==> src/rtl/chicken_pkg.sv <==
// Shared configuration and state encodings for the chicken game datapath.
package chicken_pkg;
  localparam int NTILES = 12;
  localparam int LAPS = 1;
  localparam logic [3:0] NO_KEY = 4'hf;

  typedef enum logic [2:0] {
    IDLE  = 3'd0,
    SHUF  = 3'd1,
    READY = 3'd2,
    LOOK  = 3'd3,
    JUDGE = 3'd4,
    OVER  = 3'd5
  } state_t;
endpackage

==> src/rtl/chicken_lfsr.sv <==
// Free-running 16-bit Galois LFSR (x^16+x^14+x^13+x^11+1); low byte feeds the shuffler.
module chicken_lfsr #(
  parameter logic [15:0] SEED = 16'hACE1
) (
  input  logic       clk,
  input  logic       rst,
  output logic [7:0] rnd
);
  logic [15:0] state;

  always_ff @(posedge clk or negedge rst) begin
    if (!rst) state <= SEED;
    else      state <= {1'b0, state[15:1]} ^ (state[0] ? 16'hB400 : 16'h0000);
  end

  assign rnd = state[7:0];
endmodule

==> src/rtl/chicken_judge.sv <==
// Game responder: shuffles the board, reveals requested cards, judges them against the
// tile ahead of the chicken and tracks position, laps and the win condition.
module chicken_judge
  import chicken_pkg::*;
#(
  parameter logic [15:0] SEED = 16'hACE1
) (
  input  logic              clk,
  input  logic              rst,
  input  logic              start,
  input  logic              req,
  input  logic [3:0]        card_sel,
  output logic              ready,
  output logic              ack,
  output logic              go,
  output logic              win,
  output logic              err,
  output logic [3:0]        pic,
  output logic [3:0]        pos,
  output logic [NTILES-1:0] flipped
);
  localparam logic [3:0] NT4   = 4'(NTILES);
  localparam logic [3:0] LAST  = 4'(NTILES - 1);
  localparam logic [2:0] LAPS3 = 3'(LAPS);

  state_t     state;
  logic [3:0] sel;
  logic [3:0] i;
  logic [3:0] j;
  logic [3:0] nxt;
  logic [2:0] lap;
  logic [7:0] rnd;
  logic [3:0] tile [NTILES];
  logic       sel_ok;
  logic       match;

  chicken_lfsr #(.SEED(SEED)) u_lfsr (
    .clk (clk),
    .rst (rst),
    .rnd (rnd)
  );

  assign nxt    = (pos == LAST) ? 4'd0 : pos + 4'd1;
  assign j      = 4'(rnd % ({4'd0, i} + 8'd1));
  assign sel_ok = (sel < NT4) && !flipped[sel];
  assign match  = (pic == tile[nxt]);

  // Board contents are pure data: reloaded on every start, never reset.
  always_ff @(posedge clk) begin
    if (start) begin
      for (int t = 0; t < NTILES; t++) tile[t] <= 4'(t);
    end else if (state == SHUF) begin
      tile[i] <= tile[j];
      tile[j] <= tile[i];
    end
  end

  always_ff @(posedge clk or negedge rst) begin
    if (!rst) begin
      state   <= IDLE;
      ready   <= 1'b0;
      ack     <= 1'b0;
      go      <= 1'b0;
      win     <= 1'b0;
      err     <= 1'b0;
      pic     <= 4'd0;
      pos     <= 4'd0;
      flipped <= '0;
      lap     <= 3'd0;
      sel     <= NO_KEY;
      i       <= 4'd0;
    end else begin
      ack <= 1'b0;
      if (start) begin
        state <= SHUF;
        ready <= 1'b0;
        win   <= 1'b0;
        i     <= LAST;
      end else begin
        case (state)
          IDLE, OVER: ;
          SHUF: begin
            i <= i - 4'd1;
            if (i <= 4'd1) begin
              state   <= READY;
              ready   <= 1'b1;
              pos     <= 4'd0;
              lap     <= 3'd0;
              flipped <= '0;
            end
          end
          READY: begin
            if (req) begin
              sel   <= card_sel;
              ready <= 1'b0;
              state <= LOOK;
            end
          end
          LOOK: begin
            if (!sel_ok) begin
              err   <= 1'b1;
              ack   <= 1'b1;
              go    <= 1'b0;
              ready <= 1'b1;
              state <= READY;
            end else begin
              pic          <= sel;
              flipped[sel] <= 1'b1;
              state        <= JUDGE;
            end
          end
          JUDGE: begin
            ack <= 1'b1;
            err <= 1'b0;
            if (match) begin
              go  <= 1'b1;
              pos <= nxt;
              if (nxt == 4'd0) lap <= lap + 3'd1;
              // A lap completes when the chicken wraps back onto tile 0.
              if (nxt == 4'd0 && (lap + 3'd1) >= LAPS3) begin
                win   <= 1'b1;
                state <= OVER;
              end else begin
                ready <= 1'b1;
                state <= READY;
              end
            end else begin
              go      <= 1'b0;
              flipped <= '0;
              ready   <= 1'b1;
              state   <= READY;
            end
          end
          default: state <= IDLE;
        endcase
      end
    end
  end
endmodule
==> config.mk <==
export PLATFORM = sky130hd
export DESIGN_NAME = chicken_judge
export DESIGN_NICKNAME = d
export VERILOG_FILES = /design/src/rtl/chicken_pkg.sv /design/src/rtl/chicken_lfsr.sv /design/src/rtl/chicken_judge.sv
export SDC_FILE = /design/constraint.sdc
export NUM_CORES = 1
export LEC_CHECK = 0
export BUFFER_PORTS_ARGS = -buffer_cell sky130_fd_sc_hd__buf_2
export CAP_MARGIN = 10
export CORE_MARGIN = 8
export CORE_UTILIZATION = 60
export CTS_CLUSTER_SIZE = 24
export DETAILED_ROUTE_END_ITERATION = 8
export PLACE_DENSITY = 0.77
export SLEW_MARGIN = 20
export SYNTH_ARGS = -nofsm -noshare
export SYNTH_HDL_FRONTEND = slang
export SYNTH_SLANG_ARGS = --single-unit
==> constraint.sdc <==
create_clock -name clk -period 41.8 [get_ports clk]
set_input_delay 4.18 -clock clk [delete_from_list [all_inputs] [get_ports clk]]
set_output_delay 4.18 -clock clk [all_outputs]
set_load 0.01 [all_outputs]
==> results by stage, run 1 <==
STA:
- The number of max-slew violations in the final report was 0.
- Setup repair after global routing left no endpoint under its margin.
- The final number of setup-violating endpoints is 0.
- At the pin with the least slew margin, the transition time is between 1000 and 1500 ps.
- Final hold analysis gives a worst-case slack of about 340 ps.
- In the finished design, the share of the clock period the worst path needs comes to 0.3871.
- The worst pin sits at a relative slew slack of 0.1999.
- The shortest period the worst path allows is approximately 16000 ps.
- The summed negative setup slack over all endpoints is 0 ps.
- The count of endpoints failing hold in the final timing report is 0.
- On the final layout, the worst clock skew is slightly below 7 ps.
- For this run, the top clock speed supported by timing is roughly 0.06 GHz.

Critical path:
- The data arrival time of the worst path is about 16000 ps.
- Data on the critical path is required at its endpoint by approximately 42000 ps.
- STA classifies the critical path endpoint as a flop.
- The critical path's largest stage delay is 940 ps.
- The setup path with the least slack is of type reg2reg.
- The most numerous cell type found on the critical path is sky130_fd_sc_hd__a21oi_1.
- The maximum fanout count along the critical path is 40.
- In this run the worst setup path begins at i[2]$_DFFE_PN0P_.
- The largest individual stage delay along the critical path comes from the cell sky130_fd_sc_hd__dfrtp_1.
- The nature of the critical path startpoint is a flop.
- The worst flop-to-flop path startpoint is i[2]$_DFFE_PN0P_.

Placed design:
- Including well taps, the total number of placed cells is between 1000 and 1500.
- The global placement routability congestion is roughly 0.97.
- Input and output buffers added on the ports amount to 32.
- Summing all placed instances gives a cell area of 9499 um2.
- Detailed placement finished with a half-perimeter wire length of between 15000 and 20000 um.

Cells and area:
- The commonest non-fill, non-tap cell in the layout is sky130_fd_sc_hd__nand2_1.
- In the final layout, the share of cells above drive strength 1 is 0.1592.
- In the layout the commonest cells are sky130_fd_sc_hd__nand2_1 (131), sky130_fd_sc_hd__nor2_1 (65), sky130_fd_sc_hd__edfxtp_1 (64).
- The net count of the finished layout is around 1000.
- From synthesis to final layout, the design area changed by 8.674%.
- The diode insertion count for antenna repair is 0.
- The number of cells in the finished layout apart from fillers is roughly 1200.
- The finished cells cover 10080 um2.
- The number of filler instances in the final layout is 1185.

CTS:
- Gates resized during post-CTS repair numbered 0.
- Once the clock tree was built, the setup fixing pass inserted 0 buffers.
- The number of buffers added by the clock tree synthesis step is 17.
- CTS built an H-tree with a depth of 4.
- Buffers inserted to repair hold after CTS numbered 0.
- The clock slew at the register clock pins of the worst setup and hold paths is ~50 ps.
- For the worst-skew pair, the clock arrives at the later sink with an insertion delay of 430 ps.
- The maximum count of clock buffers along a single path is 2.
- CTS placed an instance of sky130_fd_sc_hd__clkbuf_16 at the clock tree root.
- TritonCTS built the clock tree.
- The total clock sinks is between 100 and 150.

GRT:
- In the global route stage, overall resource usage came out at 0.2678.
- The total overflow reported by the global router is 0.
- The largest net degree at the start of global routing is between 50 and 60.
- The via count of the first global-routing pass came to 7656.
- The number of antenna violations at the first check in global routing was 0.
- The first-pass GRT wire length is about 42000 um.

Drt:
- The wire length after detailed routing is ~26000 um.
- Dividing the detail-routed wire length by the instance count gives 22.30 um.
- The via count is between 8000 and 9000.
- Using the TritonRoute via totals, the vias-per-cell ratio works out to approximately 6.8.
- For this run, the detailed router's first-pass iteration total came to 5.
- In this run the remaining antenna-violating nets after routing total 0.
- The final routed DRC violation total is 0.
- The violation count after the first detailed-route iteration is slightly below 1000.

Worst hold path:
- The worst hold path begins at u_lfsr.state[9]$_DFF_PN0_.
- In this run the worst hold path is classified as reg2reg.

Job:
- The total of max-cap violations is 0.

Floorplanning:
- The die is ~140 um tall.
- The core area is between 15000 and 20000 um2.
- The initial core utilization is 0.6124.
- The area of the die is 19690 um2.
- The I/O pin count is 33.
- The number of placement rows is 45.
- The die width is between 100 and 150 um.

Synthesis:
- The share of the synthesized area in the top cell type is 0.2072.
- The cell count after synthesis came out at between 900 and 1000.
- The share of synthesized flip-flops with an asynchronous set or reset is 0.4622.
- Summing every instance area after synthesis gives between 9000 and 10000 um2.
- The number of warnings printed during yosys synthesis is 0.
- In the synthesized netlist the dominant register cell turns out to be sky130_fd_sc_hd__edfxtp_1.
- The synthesized netlist net count is 1015.
- The average cell area after synthesis is 9.612 um2.
- The portion of the post-synthesis area used by sequential elements is 0.3572.
- The synthesized design contains 64 enable-type register cells.
- Yosys attributes the largest share of cell area to sky130_fd_sc_hd__edfxtp_1 (21%), sky130_fd_sc_hd__dfrtp_1 (12%), sky130_fd_sc_hd__mux4_2 (8.5%).
- The post-synthesis sequential element count is 119.
- Counting distinct cell types in the post-synthesis netlist gives 78.
- The library cell occupying the most area in the post-synthesis netlist is sky130_fd_sc_hd__edfxtp_1.

Pwr:
- In this run the power density over the cells is 82.40 nW/um2.
- Total power for the finished layout comes to 830.5 uW.
- The reported leakage power is just over 4 nW.
- The worst-case IR drop observed on VDD is about 0.087 mV.

Run status:
- The flow ran to the end, and the final reports show no timing, DRC or antenna violations.
==> worst max-delay path: cells and delay by family, from the launching register on <==
kind,cells,cell delay (ps)
buffers and inverters,4,980
AO/OA/AOI/OAI,32,7190
multiplexers,3,1770
AND/OR/NAND/NOR,10,2610
adder cells (fa/ha/maj),7,2410
flip-flops,1,940
==> metal layers <==
metal,global-route usage,vias to the layer above,share of wire
met5,0,-,0
met1,0.3483,3818,0.41
met4,0.09829,0,0.024
li1,-,3672,-
met2,0.4313,475,0.47
met3,0.05810,68,0.098
==> worst paths after layout <==
| check | slack (ps) | endpoint | cells past startpoint |
|---|---|---|---|
| max | 25620 | tile[5][1]$_DFFE_PP_ | 56 |
| min | 340 | u_lfsr.state[8]$_DFF_PN0_ | 0 |
| max reg2reg | 25620 | tile[5][1]$_DFFE_PP_ | 56 |
| min reg2reg | 340 | u_lfsr.state[8]$_DFF_PN0_ | 0 |
| max in group asynchronous | 37480 | flipped[11]$_DFFE_PN0P_ | 2 |
| min in group asynchronous | 3870 | u_lfsr.state[3]$_DFF_PN0_ | 2 |
==> synth_stat cells (all sizes together) (6+ instances only) <==
master,instances
a221oi,6
nand2b,15
nand3,14
xnor2,14
buf,19
dfrtp,43
inv,30
and3,12
nand2,132
a21o,7
a22oi,20
o211ai,6
ha,41
edfxtp,64
and2,7
mux4,35
o21ai,62
mux2,14
dfstp,12
clkbuf,35
o22ai,32
or3,9
mux2i,52
nor2b,11
a31oi,22
o21a,12
o31ai,8
nor3,37
xor2,11
nor2,65
a21oi,57
==> cell type report <==
class / instances / area [um2] / area share
Timing Repair Buffer: 43 / 242.7 / 0.02408
Clock buffer: 22 / 485.5 / 0.04816
Sequential cell: 119 / 3313 / 0.3287
Tap cell: 188 / 235.2 / 0.02334
Multi-Input combinational cell: 761 / 5592 / 0.5547
Inverter: 31 / 116.4 / 0.01154
Clock inverter: 10 / 95.09 / 0.009434
==> registers in the layout, indices dropped and copies added (netlist names), 3 cells and up <==
register / flops
u_lfsr.state: 16
flipped: 12
tile: 64
sel: 4
pic: 4
state: 3
pos: 4
lap: 3
i: 4
==> power by group <==
group / internal, mW / leakage [nW] / total (mW) / switching, mW
Combinational: 0.170 / 2.47 / 0.508 / 0.338
Sequential: 0.160 / 1.27 / 0.180 / 0.0202
Clock: 0.0883 / 0.281 / 0.142 / 0.0542
Total: 0.418 / 4.02 / 0.831 / 0.412
==> metrics by stage <==
step / utilization / setup slack [ps]
after floorplan: - / 28320
after global placement: 0.6272 / 26470
after detailed placement: 0.6272 / 25960
after CTS: 0.6655 / 25880
after global routing: 0.6655 / 24300
final: 0.6655 / 25620
==> cells by family after synthesis <==
group	count (synthesis)	share of synthesized area
and+or+nand+nor	322	0.1658
muxes	101	0.1594
adders and majority gates	42	0.05747
AOI/OAI and AO/OA	271	0.1955
DFF	119	0.3572
xor gates and xnor gates	25	0.02361
buffers and inverters	85	0.04101
(Power assumes the default switching activity.)
==> run 2, diff against run 1 <==
- ABC_AREA: unset -> 1
- clock period: 41.8 -> 16.2 ns (I/O delays scaled with it)
==> run 2 against run 1 <==
  * Worst hold slack improved by 3.7 ps
  * Synthesized cell count increased by 32%
  * Routed wire length increased by 2.5%
  * Largest cell class unchanged
==> results by stage, run 2 <==
Run status:
- Status: finished, final reports clean (unchanged).

Drt:
- The average wire per standard cell is 18.09 um (was 22.30 um).
- The detailed-routing iteration count for the pre-antenna-repair pass is 6 (was 5).
- The average vias per placed instance was 5.997 (was 6.842).
- The number of nets still failing antenna checks after routing is 0 (unchanged).
- The via count was 8894 (was 8033).
- The wire length after detailed routing is 26830 um (was 26180 um).
- The violation count after the first detailed-route iteration came to 1141 (was 981).
- The final routed DRC violation total is 0 (unchanged).

Critical path:
- The most repeated library cell on the critical path is sky130_fd_sc_hd__nand2_1 (was sky130_fd_sc_hd__a21oi_1).
- The required arrival time at the worst endpoint is 16340 ps (was 41930 ps).
- The start-to-end type of the worst setup path is reg2reg (unchanged).
- The maximum fanout count along the critical path is 23 (was 40).
- The kind of end point of the critical path is a flop (unchanged).
- The cell family contributing the most delay on the critical path is simple AND/OR/NAND/NOR gates (was compound AO/OA/AOI/OAI gates).
- The critical path's slowest cell is sky130_fd_sc_hd__dfrtp_1 (unchanged).
- The number of buffer and inverter instances along the worst setup path is 6 (was 4).
- The critical path's largest stage delay is 780 ps (was 940 ps).
- The nature of the critical path startpoint is a flop (unchanged).
- The internal reg-to-reg setup slack is 2600 ps (was 25620 ps).
- The data arrival time of the worst path is 13740 ps (was 16310 ps).

Floorplanning:
- The number of placement rows came to 45 (unchanged).
- The core area is 15030 um2 (was 15150 um2).
- The area of the die is 19370 um2 (was 19690 um2).
- The initial core utilization is 0.6054 (was 0.6124).
- The I/O pin count is 33 (unchanged).
- The die width is 139.2 um (was 140.3 um).
- The vertical die dimension is 139.2 um (was 140.3 um).

STA:
- The fmax is 0.07353 GHz (was 0.06180 GHz).
- The count of endpoints failing hold in the final timing report is 0 (unchanged).
- The shortest period the worst path allows is 13600 ps (was 16180 ps).
- The final hold slack is 347.4 ps (was 343.7 ps).
- The summed negative setup slack over all endpoints is 0 ps (unchanged).
- The final number of setup-violating endpoints was 0 (unchanged).
- The headroom to the max-slew limit is 0.1931 (was 0.1999).
- The portion of the clock cycle consumed by the worst path in the final layout is 0.8395 (was 0.3871).
- Setup repair after global routing missed its margin: false (unchanged).
- The transition time of the tightest slew-check pin is 1207 ps (was 1196 ps).
- The clock skew is 8.116 ps (was 6.960 ps).
- The number of max-slew violations in the final report is 0 (unchanged).

Placed design:
- The global placement routability congestion is 1.002 (was 0.9705).
- The final HPWL from detailed placement is 18900 um (was 18400 um).
- The number of port buffers is 32 (unchanged).

Synthesis:
- The library cell occupying the most area in the post-synthesis netlist is sky130_fd_sc_hd__edfxtp_1 (unchanged).
- The number of warnings printed during yosys synthesis is 0 (unchanged).
- The share of the synthesized area in the top cell type came to 0.2112 (was 0.2072).
- The most common cell in the netlist was sky130_fd_sc_hd__nand2_1 (unchanged).
- Area contributors post-synth: sky130_fd_sc_hd__edfxtp_1 (21%), sky130_fd_sc_hd__nand2_1 (14%), sky130_fd_sc_hd__dfrtp_1 (12%) (was sky130_fd_sc_hd__edfxtp_1 (21%), sky130_fd_sc_hd__dfrtp_1 (12%), sky130_fd_sc_hd__mux4_2 (8.5%)).
- The post-synthesis cell count is 1276 (was 965).
- The average cell area after synthesis is 7.133 um2 (was 9.612 um2).
- Most common library cells after synthesis: sky130_fd_sc_hd__nand2_1 (339), sky130_fd_sc_hd__nor2_1 (129), sky130_fd_sc_hd__inv_1 (126) (was sky130_fd_sc_hd__nand2_1 (131), sky130_fd_sc_hd__nor2_1 (65), sky130_fd_sc_hd__edfxtp_1 (64)).
- The number of unique standard cell types used by synthesis is 50 (was 78).
- The cell area after technology mapping came to 9101 um2 (was 9275 um2).
- The count of flip-flops with a built-in enable after synthesis is 64 (unchanged).
- The portion of the post-synthesis area used by sequential elements came to 0.3640 (was 0.3572).
- The synthesized netlist net count is 1326 (was 1015).
- The share of synthesized flip-flops with an asynchronous set or reset is 0.4622 (unchanged).
- The commonest register cell after synthesis is sky130_fd_sc_hd__edfxtp_1 (unchanged).
- The post-synthesis sequential element count was 119 (unchanged).

CTS:
- The number of buffers added by the clock tree synthesis step is 17 (unchanged).
- The maximum count of clock buffers along a single path is 2 (unchanged).
- The total clock sinks is 119 (unchanged).
- The CTS tree is built (unchanged).
- The clock insertion delay at the later pin of the skew report is 430 ps (about the same).
- The library cell used as clock root buffer is sky130_fd_sc_hd__clkbuf_16 (unchanged).
- The clock slew at the register clock pins of the worst setup and hold paths was 50 ps (about the same).
- The number of setup buffers added after CTS is 0 (unchanged).
- The deepest level of the CTS H-tree is 4 (unchanged).
- The number of gates resized after cts came to 0 (unchanged).
- The count of hold buffers inserted by post-cts repair is 0 (unchanged).

GRT:
- The first-pass GRT wire length is 42850 um (was 41530 um).
- The largest net degree at the start of global routing was 56 (unchanged).
- The global-route usage over all layers is 0.2786 (was 0.2678).
- The number of antenna violations at the first check in global routing came to 0 (unchanged).
- The total overflow reported by the global router is 0 (unchanged).
- The via count of the first global-routing pass is 8121 (was 7656).

Cells and area:
- Biggest registers after layout: tile (64), u_lfsr.state (16), flipped (12) (unchanged).
- The register with the most flip-flops is tile (unchanged).
- The net total in the final layout is 1332 (was 1023).
- The diode insertion count for antenna repair is 0 (unchanged).
- The number of flip-flops under the largest register name is 64 (unchanged).
- The commonest non-fill, non-tap cell in the layout was sky130_fd_sc_hd__nand2_1 (unchanged).
- The proportion of layout cells with a drive suffix above 1 is 0.1127 (was 0.1592).
- Leading cell types in the layout, fill and taps excluded: sky130_fd_sc_hd__nand2_1 (339), sky130_fd_sc_hd__nor2_1 (128), sky130_fd_sc_hd__inv_1 (126) (was sky130_fd_sc_hd__nand2_1 (131), sky130_fd_sc_hd__nor2_1 (65), sky130_fd_sc_hd__edfxtp_1 (64)).
- The area added between synthesis and finish is 8.262% (was 8.674%).

Worst hold path:
- The path class of the lowest-slack min-delay path is reg2reg (unchanged).

Job:
- The total of max-cap violations came to 0 (unchanged).
run 2: cell types whose count changed in the layout (fill, tap and decap cells not counted), moves of 18 or more:
cell and delta:
sky130_fd_sc_hd__nor2_1 +63, sky130_fd_sc_hd__o21ai_1 +28, sky130_fd_sc_hd__inv_1 +96, sky130_fd_sc_hd__nor3_1 -29, sky130_fd_sc_hd__mux2i_1 -50, sky130_fd_sc_hd__a22oi_1 -18, sky130_fd_sc_hd__nand3_1 +97, sky130_fd_sc_hd__o21ai_0 +33
sky130_fd_sc_hd__mux4_2 -35, sky130_fd_sc_hd__nand2_1 +208, sky130_fd_sc_hd__o22ai_1 -20
run 2: final cells by class:
class | count | area, um2
Clock buffer | 23 | 467.9
Clock inverter | 9 | 98.84
Fill cell | 1337 | 5180
Inverter | 146 | 548.0
Multi-Input combinational cell | 962 | 5000
Timing Repair Buffer | 36 | 190.2
Sequential cell | 119 | 3313
Tap cell | 188 | 235.2
run 2: kinds of logic (layout without fill, tap and decap cells):
family          after synthesis  count (layout)  share of synthesized area
flops                       119             119                     0.3640
buf+inv                     195             214                    0.08688
xor+xnor                     21              21                    0.02021
fa+ha+maj                    42              42                    0.05856
mux                           1               1                   0.001100
compound gates              254             254                     0.1585
simple gates                644             644                     0.3107
run 2: layer usage:
layer  GRT usage  part of all wire  vias up  wire (um)
li1            -                 -     4262          -
met1      0.3529              0.41     4032      11060
met2      0.4473              0.46      499      12330
met3     0.06196             0.092      101       2467
met4      0.1265             0.036        0        965
met5           0                 0        -          0
run 2: path summary, 6_finish.rpt:
path / start / to / cells past startpoint
max: i[1]$_DFFE_PN0P_ / tile[13][1]$_DFFE_PP_ / 78
min: u_lfsr.state[9]$_DFF_PN0_ / u_lfsr.state[8]$_DFF_PN0_ / 0
max reg2reg: i[1]$_DFFE_PN0P_ / tile[13][1]$_DFFE_PP_ / 78
max in group asynchronous: rst / pic[0]$_DFFE_PN0P_ / 2
min reg2reg: u_lfsr.state[9]$_DFF_PN0_ / u_lfsr.state[8]$_DFF_PN0_ / 0
min in group asynchronous: rst / u_lfsr.state[1]$_DFF_PN0_ / 2
run 2: per-stage QoR:
stage,util,setup WS (ps),std cells,cell area [um2]
after floorplan,-,5089,1276,9101
after global placement,0.6177,3353,1451,9286
after detailed placement,0.6177,2898,1451,9286
after CTS,0.6554,2815,1483,9853
after global routing,0.6554,1254,1483,9853
final,0.6554,2600,1483,9853
Power of run 2 is left out: the tool's default activity adds up to more than one toggle a clock period on the data nets, which glitch-free logic cannot reach.
